===== config.mk =====
export PLATFORM = sky130hd
export DESIGN_NAME = rect_fill_engine
export DESIGN_NICKNAME = d
export VERILOG_FILES = /design/src/rtl/fb_pkg.sv /design/src/rtl/rect_fill_engine_clip.sv /design/src/rtl/rect_fill_engine.sv
export SDC_FILE = /design/constraint.sdc
export NUM_CORES = 1
export LEC_CHECK = 0
export BUFFER_PORTS_ARGS = -buffer_cell sky130_fd_sc_hd__buf_2
export CORE_ASPECT_RATIO = 1.4
export CORE_MARGIN = 2
export CORE_UTILIZATION = 47
export CTS_CLUSTER_DIAMETER = 150
export DETAILED_ROUTE_END_ITERATION = 10
export PLACE_DENSITY = 0.71
export SYNTH_ARGS = -nofsm -noshare
export SYNTH_HDL_FRONTEND = slang
export SYNTH_SLANG_ARGS = --single-unit

===== constraint.sdc =====
create_clock -name clk -period 4.3 [get_ports clk]
set_input_delay 0.215 -clock clk [delete_from_list [all_inputs] [get_ports clk]]
set_output_delay 0.215 -clock clk [all_outputs]
set_load 0.005 [all_outputs]

===== src/rtl/fb_pkg.sv =====
`default_nettype none
// ============================================================================
//  Module      : fb_pkg
//  Description : Frame buffer geometry, pixel type and fill FSM encoding
//                shared by the rectangle fill engine and the VGA read side.
//  Revision    : 1.0  initial release
// ============================================================================
package fb_pkg;

  localparam int unsigned H_RES    = 320;
  localparam int unsigned V_RES    = 240;
  localparam int unsigned FB_DEPTH = H_RES * V_RES;
  localparam int unsigned ADDR_W   = 17;
  localparam int unsigned DATA_W   = 16;

  typedef struct packed {
    logic [4:0] r;
    logic [5:0] g;
    logic [4:0] b;
  } rgb565_t;

  typedef enum logic [1:0] {
    ST_IDLE  = 2'd0,
    ST_SETUP = 2'd1,
    ST_FILL  = 2'd2,
    ST_DONE  = 2'd3
  } fill_state_t;

endpackage
`default_nettype wire


===== src/rtl/rect_fill_engine_clip.sv =====
`default_nettype none
// ============================================================================
//  Module      : rect_clip
//  Description : Combinational clip of a rectangle command to the screen;
//                yields exclusive end coordinates and the first row base.
//  Revision    : 1.0  initial release
// ============================================================================
module rect_clip #(
  parameter int unsigned H_RES  = fb_pkg::H_RES,
  parameter int unsigned V_RES  = fb_pkg::V_RES,
  parameter int unsigned ADDR_W = fb_pkg::ADDR_W
) (
  input  logic [8:0]        x,
  input  logic [7:0]        y,
  input  logic [8:0]        w,
  input  logic [7:0]        h,
  output logic [9:0]        x_end,
  output logic [9:0]        y_end,
  output logic [ADDR_W-1:0] row_base,
  output logic              empty
);

  localparam logic [9:0] c_h_res = 10'(H_RES);
  localparam logic [9:0] c_v_res = 10'(V_RES);

  logic [9:0] w_x_sum;
  logic [9:0] w_y_sum;

  always_comb begin
    w_x_sum  = {1'b0, x} + {1'b0, w};
    w_y_sum  = {2'b0, y} + {2'b0, h};
    x_end    = (w_x_sum > c_h_res) ? c_h_res : w_x_sum;
    y_end    = (w_y_sum > c_v_res) ? c_v_res : w_y_sum;
    row_base = ADDR_W'(y) * ADDR_W'(H_RES);
    empty    = (w == 9'd0) || (h == 8'd0) ||
               ({1'b0, x} >= c_h_res) || ({2'b0, y} >= c_v_res);
  end

endmodule
`default_nettype wire


===== src/rtl/rect_fill_engine.sv =====
`default_nettype none
// ============================================================================
//  Module      : rect_fill_engine
//  Description : Serialises clipped solid-colour rectangle commands into one
//                frame buffer write per cycle. Define RECT_FILL_VBLANK_GATE_EN
//                to restrict writes to vblank cycles.
//  Revision    : 1.0  initial release
// ============================================================================
module rect_fill_engine #(
  parameter int unsigned H_RES  = fb_pkg::H_RES,
  parameter int unsigned V_RES  = fb_pkg::V_RES,
  parameter int unsigned ADDR_W = fb_pkg::ADDR_W,
  parameter int unsigned DATA_W = fb_pkg::DATA_W
) (
  input  logic              clk,
  input  logic              rst,
  input  logic              cmd_valid,
  output logic              cmd_ready,
  input  logic [8:0]        cmd_x,
  input  logic [7:0]        cmd_y,
  input  logic [8:0]        cmd_w,
  input  logic [7:0]        cmd_h,
  input  logic [DATA_W-1:0] cmd_color,
  input  logic              vblank,
  output logic              wr_en,
  output logic [ADDR_W-1:0] wr_addr,
  output logic [DATA_W-1:0] wr_data,
  output logic              busy,
  output logic              done
);

  import fb_pkg::*;

  localparam logic [ADDR_W-1:0] c_h_res_a = ADDR_W'(H_RES);

  fill_state_t       r_state, w_state_nx;
  logic [8:0]        r_x0, r_w;
  logic [7:0]        r_y0, r_h;
  logic [DATA_W-1:0] r_color;
  logic [9:0]        r_x, r_y, r_x_end, r_y_end;
  logic [ADDR_W-1:0] r_row_base;
  logic              r_wr_en;

  logic [9:0]        w_x_end, w_y_end;
  logic [ADDR_W-1:0] w_row_base;
  logic              w_empty, w_go, w_row_end, w_last;

  rect_clip #(.H_RES(H_RES), .V_RES(V_RES), .ADDR_W(ADDR_W)) u_clip (
    .x        (r_x0),
    .y        (r_y0),
    .w        (r_w),
    .h        (r_h),
    .x_end    (w_x_end),
    .y_end    (w_y_end),
    .row_base (w_row_base),
    .empty    (w_empty)
  );

`ifdef RECT_FILL_VBLANK_GATE_EN
  assign w_go = vblank;
`else
  logic w_unused_vblank;
  assign w_unused_vblank = vblank;
  assign w_go = 1'b1;
`endif

  assign cmd_ready = (r_state == ST_IDLE) && !rst;
  assign wr_en     = r_wr_en && w_go;
  assign w_row_end = (r_x == r_x_end - 10'd1);
  assign w_last    = w_row_end && (r_y == r_y_end - 10'd1);

  always_comb begin
    w_state_nx = r_state;
    case (r_state)
      ST_IDLE:  if (cmd_valid) w_state_nx = ST_SETUP;
      ST_SETUP: w_state_nx = w_empty ? ST_DONE : ST_FILL;
      ST_FILL:  if (w_go && w_last) w_state_nx = ST_DONE;
      ST_DONE:  w_state_nx = ST_IDLE;
      default:  w_state_nx = ST_IDLE;
    endcase
  end

  always_ff @(posedge clk) begin
    if (rst) begin
      r_state    <= ST_IDLE;
      r_wr_en    <= 1'b0;
      wr_addr    <= '0;
      wr_data    <= '0;
      busy       <= 1'b0;
      done       <= 1'b0;
      r_x0       <= '0;
      r_y0       <= '0;
      r_w        <= '0;
      r_h        <= '0;
      r_color    <= '0;
      r_x        <= '0;
      r_y        <= '0;
      r_x_end    <= '0;
      r_y_end    <= '0;
      r_row_base <= '0;
    end else begin
      r_state <= w_state_nx;
      busy    <= (w_state_nx != ST_IDLE);
      done    <= (w_state_nx == ST_DONE);
      r_wr_en <= (w_state_nx == ST_FILL);
      case (r_state)
        ST_IDLE: begin
          if (cmd_valid) begin
            r_x0    <= cmd_x;
            r_y0    <= cmd_y;
            r_w     <= cmd_w;
            r_h     <= cmd_h;
            r_color <= cmd_color;
          end
        end
        ST_SETUP: begin
          // Empty commands leave the write port untouched.
          if (!w_empty) begin
            r_x_end    <= w_x_end;
            r_y_end    <= w_y_end;
            r_x        <= {1'b0, r_x0};
            r_y        <= {2'b0, r_y0};
            r_row_base <= w_row_base;
            wr_addr    <= w_row_base + ADDR_W'(r_x0);
            wr_data    <= r_color;
          end
        end
        ST_FILL: begin
          if (w_go && !w_last) begin
            if (w_row_end) begin
              r_x        <= {1'b0, r_x0};
              r_y        <= r_y + 10'd1;
              r_row_base <= r_row_base + c_h_res_a;
              wr_addr    <= r_row_base + c_h_res_a + ADDR_W'(r_x0);
            end else begin
              r_x     <= r_x + 10'd1;
              wr_addr <= wr_addr + ADDR_W'(1);
            end
          end
        end
        default: ;
      endcase
    end
  end

endmodule
`default_nettype wire


== Yosys cells after proc, flatten, opt, wreduce, memory -nomap -nowiden ==
Cells that the tools add are included.

* $lt $le $gt $ge: 4
* Muxes and demuxes: 22
* Reduce and logical (&&, ||, !) cells: 15
* Equality and inequality tests: 10
* Multipliers: 1
* Bitwise gates (word level): 1
* Add/sub/neg operators: 10

{| class="wikitable"
|+ Operators with widths
! kind !! number
|-
| 2-to-1 mux 17 bit || 6
|-
| 2-to-1 mux 10 bit || 8
|-
| one-hot mux 17 bit (2 select lines) || 2
|-
| one-hot mux 10 bit (2 select lines) || 2
|-
| adder 17 x 9 -> 17 bit || 2
|-
| adder 10 x 1 -> 10 bit, second input constant || 2
|-
| == test 10 bit || 2
|-
| subtractor 10 x 1 -> 10 bit, second input constant || 2
|-
| adder 17 x 1 -> 17 bit, second input constant || 1
|-
| adder 17 x 9 -> 17 bit, second input constant || 1
|-
| multiplier 8 x 3 -> 11 bit, second input constant || 1
|-
| adder 9 x 9 -> 10 bit || 1
|-
| greater-than comparator 10 x 8 -> 1 bit, second input constant || 1
|-
| greater-than comparator 10 x 9 -> 1 bit, second input constant || 1
|-
| adder 8 x 8 -> 9 bit || 1
|-
| greater-or-equal comparator 9 bit, second input constant || 1
|-
| logical NOT 9 bit || 1
|-
| == test 2 bit, second input constant || 4
|-
| greater-or-equal comparator 8 bit, second input constant || 1
|-
| logical NOT 8 bit || 1
|-
| one-hot mux 2 bit (4 select lines) || 1
|-
| inequality test 2 bit, second input constant || 3
|-
| 2-to-1 mux 2 bit || 2
|-
| AND reduction 2 bit || 2
|-
| 10 further kinds || 14
|}

* Bits in registers: 145
* Word-level logic and storage cells: 79
* Output and inout port bits: 37
* Input bits: 54

== Longest topological paths before layout ==
* Word-level depth: 7
* Mapped depth: 12
* Mapped depth without buffers: 12

== By module ==
Synthesis repeated with hierarchy kept, for this count alone.

* Cell total of the unflattened synthesis: 1,283
* Area, all modules: 9,776.9 um2

{| class="wikitable"
|+ By module, submodules not included
! module !! area each (um2) !! sequential area each (um2) !! cells each !! instances
|-
| rect_fill_engine || 8,378.0 || 2,902.8 || 1,104 || 1
|-
| rect_clip || 1,398.8 || 0.0 || 179 || 1
|}

== Least setup slack after synthesis ==
Ideal clock, no wire load.

* Kind: flip-flop to flip-flop
* Start point: reg r_x0[0]
* End point: reg r_x_end[0]
* Slack: 1.485 ns
* Library setup time: 0.061 ns
* Arrival time: 2.754 ns
* Stages on the path, launching flop included: 12
* Buffers on the path: 0
* Required time: 4.239 ns
* Cells stage by stage: dfxtp_1 > ha_1 > inv_1 > fa_1 > nor2b_1 > o21a_1 > nor2_1 > xnor2_1 > or4b_1 > a21o_1 > a2111oi_2 > a22o_1

* Cells in the longest elaborated chain, start to end: 5
* Elaborated cells on any way between the ends: 8
* Classes of those cells: 1 x add/sub; 2 x order compare; 1 x mux; 1 x bitwise; 3 x reduce/logical

{| class="wikitable"
|+ RTL lines
! item !! RTL line !! source
|-
| start, declared || rect_fill_engine.sv:37 || <nowiki>logic [8:0] r_x0, r_w;</nowiki>
|-
| start signal, assigned || rect_fill_engine.sv:109 || <nowiki>r_x0 <= cmd_x;</nowiki>
|-
| branches (longest 5 deep; another with adder 9 x 9 -> 10 bit) || n/a ||
|-
| end signal, assigned || rect_fill_engine.sv:119 || <nowiki>r_x_end <= w_x_end;</nowiki>
|-
| end, declared || rect_fill_engine.sv:40 || <nowiki>logic [9:0] r_x, r_y, r_x_end, r_y_end;</nowiki>
|}

Parallel ways; which one is timed is not known.
A chain may end at the register's enable or synchronous reset.

== Final worst setup path ==
* Start point: reg r_x_end[0]
* End point: reg wr_addr[8]

* Cells in the longest elaborated chain, start to end: 5
* Elaborated cells on any way between the ends: 8
* Classes of those cells: 1 x add/sub; 2 x eq/ne; 3 x mux; 2 x reduce/logical

{| class="wikitable"
|+ RTL lines
! item !! RTL line !! source
|-
| subtractor 10 x 1 -> 10 bit * || rect_fill_engine.sv:69 || <nowiki>assign w_row_end = (r_x == r_x_end - 10'd1);</nowiki>
|-
| == test 10 bit * || rect_fill_engine.sv:69 ||
|-
| 2-to-1 mux 17 bit or logical AND 1 bit (tied branches) || rect_fill_engine.sv:130, rect_fill_engine.sv:70 ||
|-
| 2-to-1 mux 17 bit or inequality test 2 bit (tied branches) || n/a ||
|-
| one-hot mux 17 bit (2 select lines) or AND reduction 3 bit (tied branches) || n/a ||
|-
| end signal, assigned || rect_fill_engine.sv:124 || <nowiki>wr_addr <= w_row_base + ADDR_W'(r_x0);</nowiki>
|-
| end signal, assigned || rect_fill_engine.sv:134 || <nowiki>wr_addr <= r_row_base + c_h_res_a + ADDR_W'(r_x0);</nowiki>
|-
| end signal, assigned || rect_fill_engine.sv:137 || <nowiki>wr_addr <= wr_addr + ADDR_W'(1);</nowiki>
|-
| end, declared || rect_fill_engine.sv:26 || <nowiki>output logic [ADDR_W-1:0] wr_addr,</nowiki>
|}

Every way passes the cells marked *; elsewhere a longest branch is shown, timed or not. The select of a mux whose other input is x is not followed.

==> impl_metrics.tcl <==
set metrics [dict create \
    outcome "finished clean" \
    die_h_um 160 \
    synth-edff-count 0 \
    leakage_nw 3.74 \
    syn_area_mm2 0.00816 \
    setup_tns_ns 0 \
    totalWireLength_um 20900 \
    final_cell_mix "nand2_1, a21oi_1, dfxtp_1" \
    gr-usage-all-layers_pct 23.3 \
    cts_resized 0 \
    row_count 57 \
    cts_sinks 138 \
    r2r_slack_ns 0.95 \
    path_class "reg -> reg" \
    nets 1218 \
    clockBufferDepth 2 \
    ctsHoldBuffers 1 \
    synth_compound_area_share_pct 23.9 \
    netlist_top_cells_area "dfxtp_1, nand2_1, a21oi_1, ha_1, xnor2_1" \
    min_path_type "in -> reg" \
    yosysWarnings 0 \
    crit_required_ns 4.60 \
    worst_r2r_endpoint "wr_addr[8]" \
    synth_top_cell_area_share_pct 33.8 \
    fp.dieW_um 115 \
    grt_pass1_wl_um 34600 \
    via_per_inst 5.60 \
    critPathMaxFanout 19 \
    slowest_delay_ns 0.72 \
    rsz0062_at_grt "false" \
    globalplace.congestion 0.853 \
    period_needed_ns 3.35 \
    worst_slew_pin_slew_ns 0.960 \
    p_per_area_mw_per_mm2 580 \
    synth_xor_area_share_pct 6.22 \
    ys_ff_latch 138 \
    crit_start "r_x_end[0]" \
    path_cells "or4_1 -> or4b_1 -> a31oi_1 -> a41oi_2 -> o21ai_2 -> buf_4 -> o32ai_1 -> o21ai_1 -> o22ai_1" \
    grt_overflow 0 \
    maxCapViolations 0 \
    post-route-util_pct 54.7 \
    antenna_found_initial 0 \
    htreeDepth 4 \
    crit_buf_inv 1 \
    port_buffers 89 \
    core_area_mm2 0.0172 \
    tritoncts "yes" \
    reg2regPathDepth 9 \
    synthAdderAreaFrac_pct 7.88 \
    finalNonFillerCells 1364 \
    arrival_ns 3.66 \
    drc 0 \
    syn_area_per_cell_um2 7.75 \
    post-dp-hpwl_um 14800 \
    r2r-start "r_x_end[0]" \
    cts_root_buf "clkbuf_16" \
    drv_slew 0 \
    drt_pass1_iterations 5 \
    ys.flop_type "dfxtp_1" \
    yosysSeqAreaShare_pct 33.8 \
    dieArea_mm2 0.0185 \
    layout_commonest_cell "nand2_1" \
    netlist-cell-type-count 78 \
    slowest_stage "o21ai_2" \
    grt_max_degree 80 \
    holdPathStages 3 \
    crit_family "compound AO/OA/AOI/OAI gates" \
    synth_top_family_by_area "compound AO/OA/AOI/OAI gates" \
    relSlewSlack_pct 34.4 \
    hold_ws_ns 0.00947 \
    skew_ns 0.0141 \
    ant_nets 0 \
    critPathCaptureType "flop" \
    drt-initial-drc-count 479 \
    initial_core_util_pct 47.5 \
    vdd_ir_drop_max_mv 0.274 \
    async_flop_share_pct 0 \
    grt_pass1_vias 7321 \
    routedWlPerCell_um 15.3 \
    clock_latency_ns 0.44 \
    clkSlewWorstSetupHoldPaths_ns 0.07 \
    synth_area_leader_cell "dfxtp_1" \
    worstHoldEndpoint "r_color[9]" \
    syn_inst 1053 \
    fmax_mhz 298 \
    hold_viol_final 0 \
    finalSetupViolations 0 \
    dpl_worst_slack_ns 0.994 \
    fin_crit_sh_pct 78.0 \
    syn-num-nets 1156 \
    area_growth_pct 15.1 \
    cp-start-kind "flop" \
    hp-start "cmd_color[9]" \
    ios 91 \
    synth_mux_area_share_pct 0.996 \
    synth-simple-area-share_pct 22.4 \
    numCtsBuffers 17 \
    place_inst 1331 \
    num-fill-cells 1665 \
    cts_setup_buffers 0 \
    worst_slack_ns 0.947 \
    num_vias 7641 \
    drive_gt1_share_pct 14.0 \
    diodes 0 \
]
## tightest hold or removal path, stage by stage
cell     delay (ns)
buf_2          0.09
nand2_1        0.04
a21oi_1        0.05
## power breakdown
group          leakage (nW)  internal [mW]  switching, mW  total [mW]
sequential             1.12           1.51          0.265        1.77
combinational          2.31          0.845           1.33        2.18
clock                 0.301          0.793          0.704        1.50
total                  3.74           3.14           2.30        5.45
## synthesized netlist by cell type (all sizes together), types with 10 or more instances
| master | count |
|---|---|
| nand2 | 204 |
| a21oi | 141 |
| dfxtp | 138 |
| nor2 | 66 |
| ha | 45 |
| clkbuf | 44 |
| inv | 37 |
| o21ai | 37 |
| nor3 | 30 |
| xnor2 | 30 |
| xor2 | 28 |
| nand3 | 21 |
| o32ai | 21 |
| a21o | 16 |
| buf | 16 |
| a22o | 10 |
| nor2b | 10 |
## state kept, by name (all words and copies together) (netlist names), 10 cells and up
signal	cells
r_x_end	10
r_x	10
wr_data	16
wr_addr	17
r_color	16
r_row_base	11
r_y	10
## per-layer routing
layer	part of all wire, %	GRT usage, %	wire length [µm]	vias up
met3	4.4	4.71	922	41
met2	51	40.4	10700	184
li1	-	-	-	3863
met4	2.5	9.26	515	0
met1	42	27.6	8730	3553
met5	0	0	0	-
## final cells by class
cell class,count,area (µm²),share of cell area [%]
clock buffer,17,425,4.53
clock inverter,15,196,2.09
inverter,38,143,1.52
multi-input combinational,817,5020,53.4
sequential,138,2760,29.4
tap,236,295,3.14
timing repair buffer,103,556,5.91
## metrics by stage
step	power [mW]	area [µm²]
floorplan	3.41	8160
global placement	3.92	8760
detailed placement	3.96	8760
CTS	5.47	9390
global route	5.83	9390
finish	5.45	9390
## cell families after synthesis
group                      count (synthesis)
and+or+nand+nor                          400
DFF                                      138
xor gates and xnor gates                  58
adders and majority gates                 49
AOI/OAI and AO/OA                        302
muxes                                      8
buffers and inverters                     98
## worst max-delay path by stage
stage | endpoint | slack (ns) | cells past startpoint
5_1_grt | wr_addr[8] | 0.70 | 11
4_1_cts | wr_addr[8] | 0.97 | 9
3_5_place_dp | wr_addr[8] | 0.99 | 9
2_1_floorplan | r_x_end[0] | 1.48 | 11
6_report | wr_addr[8] | 0.95 | 9
3_3_place_gp | wr_addr[8] | 1.06 | 9
No activity file was read; power rests on OpenSTA's default activity.
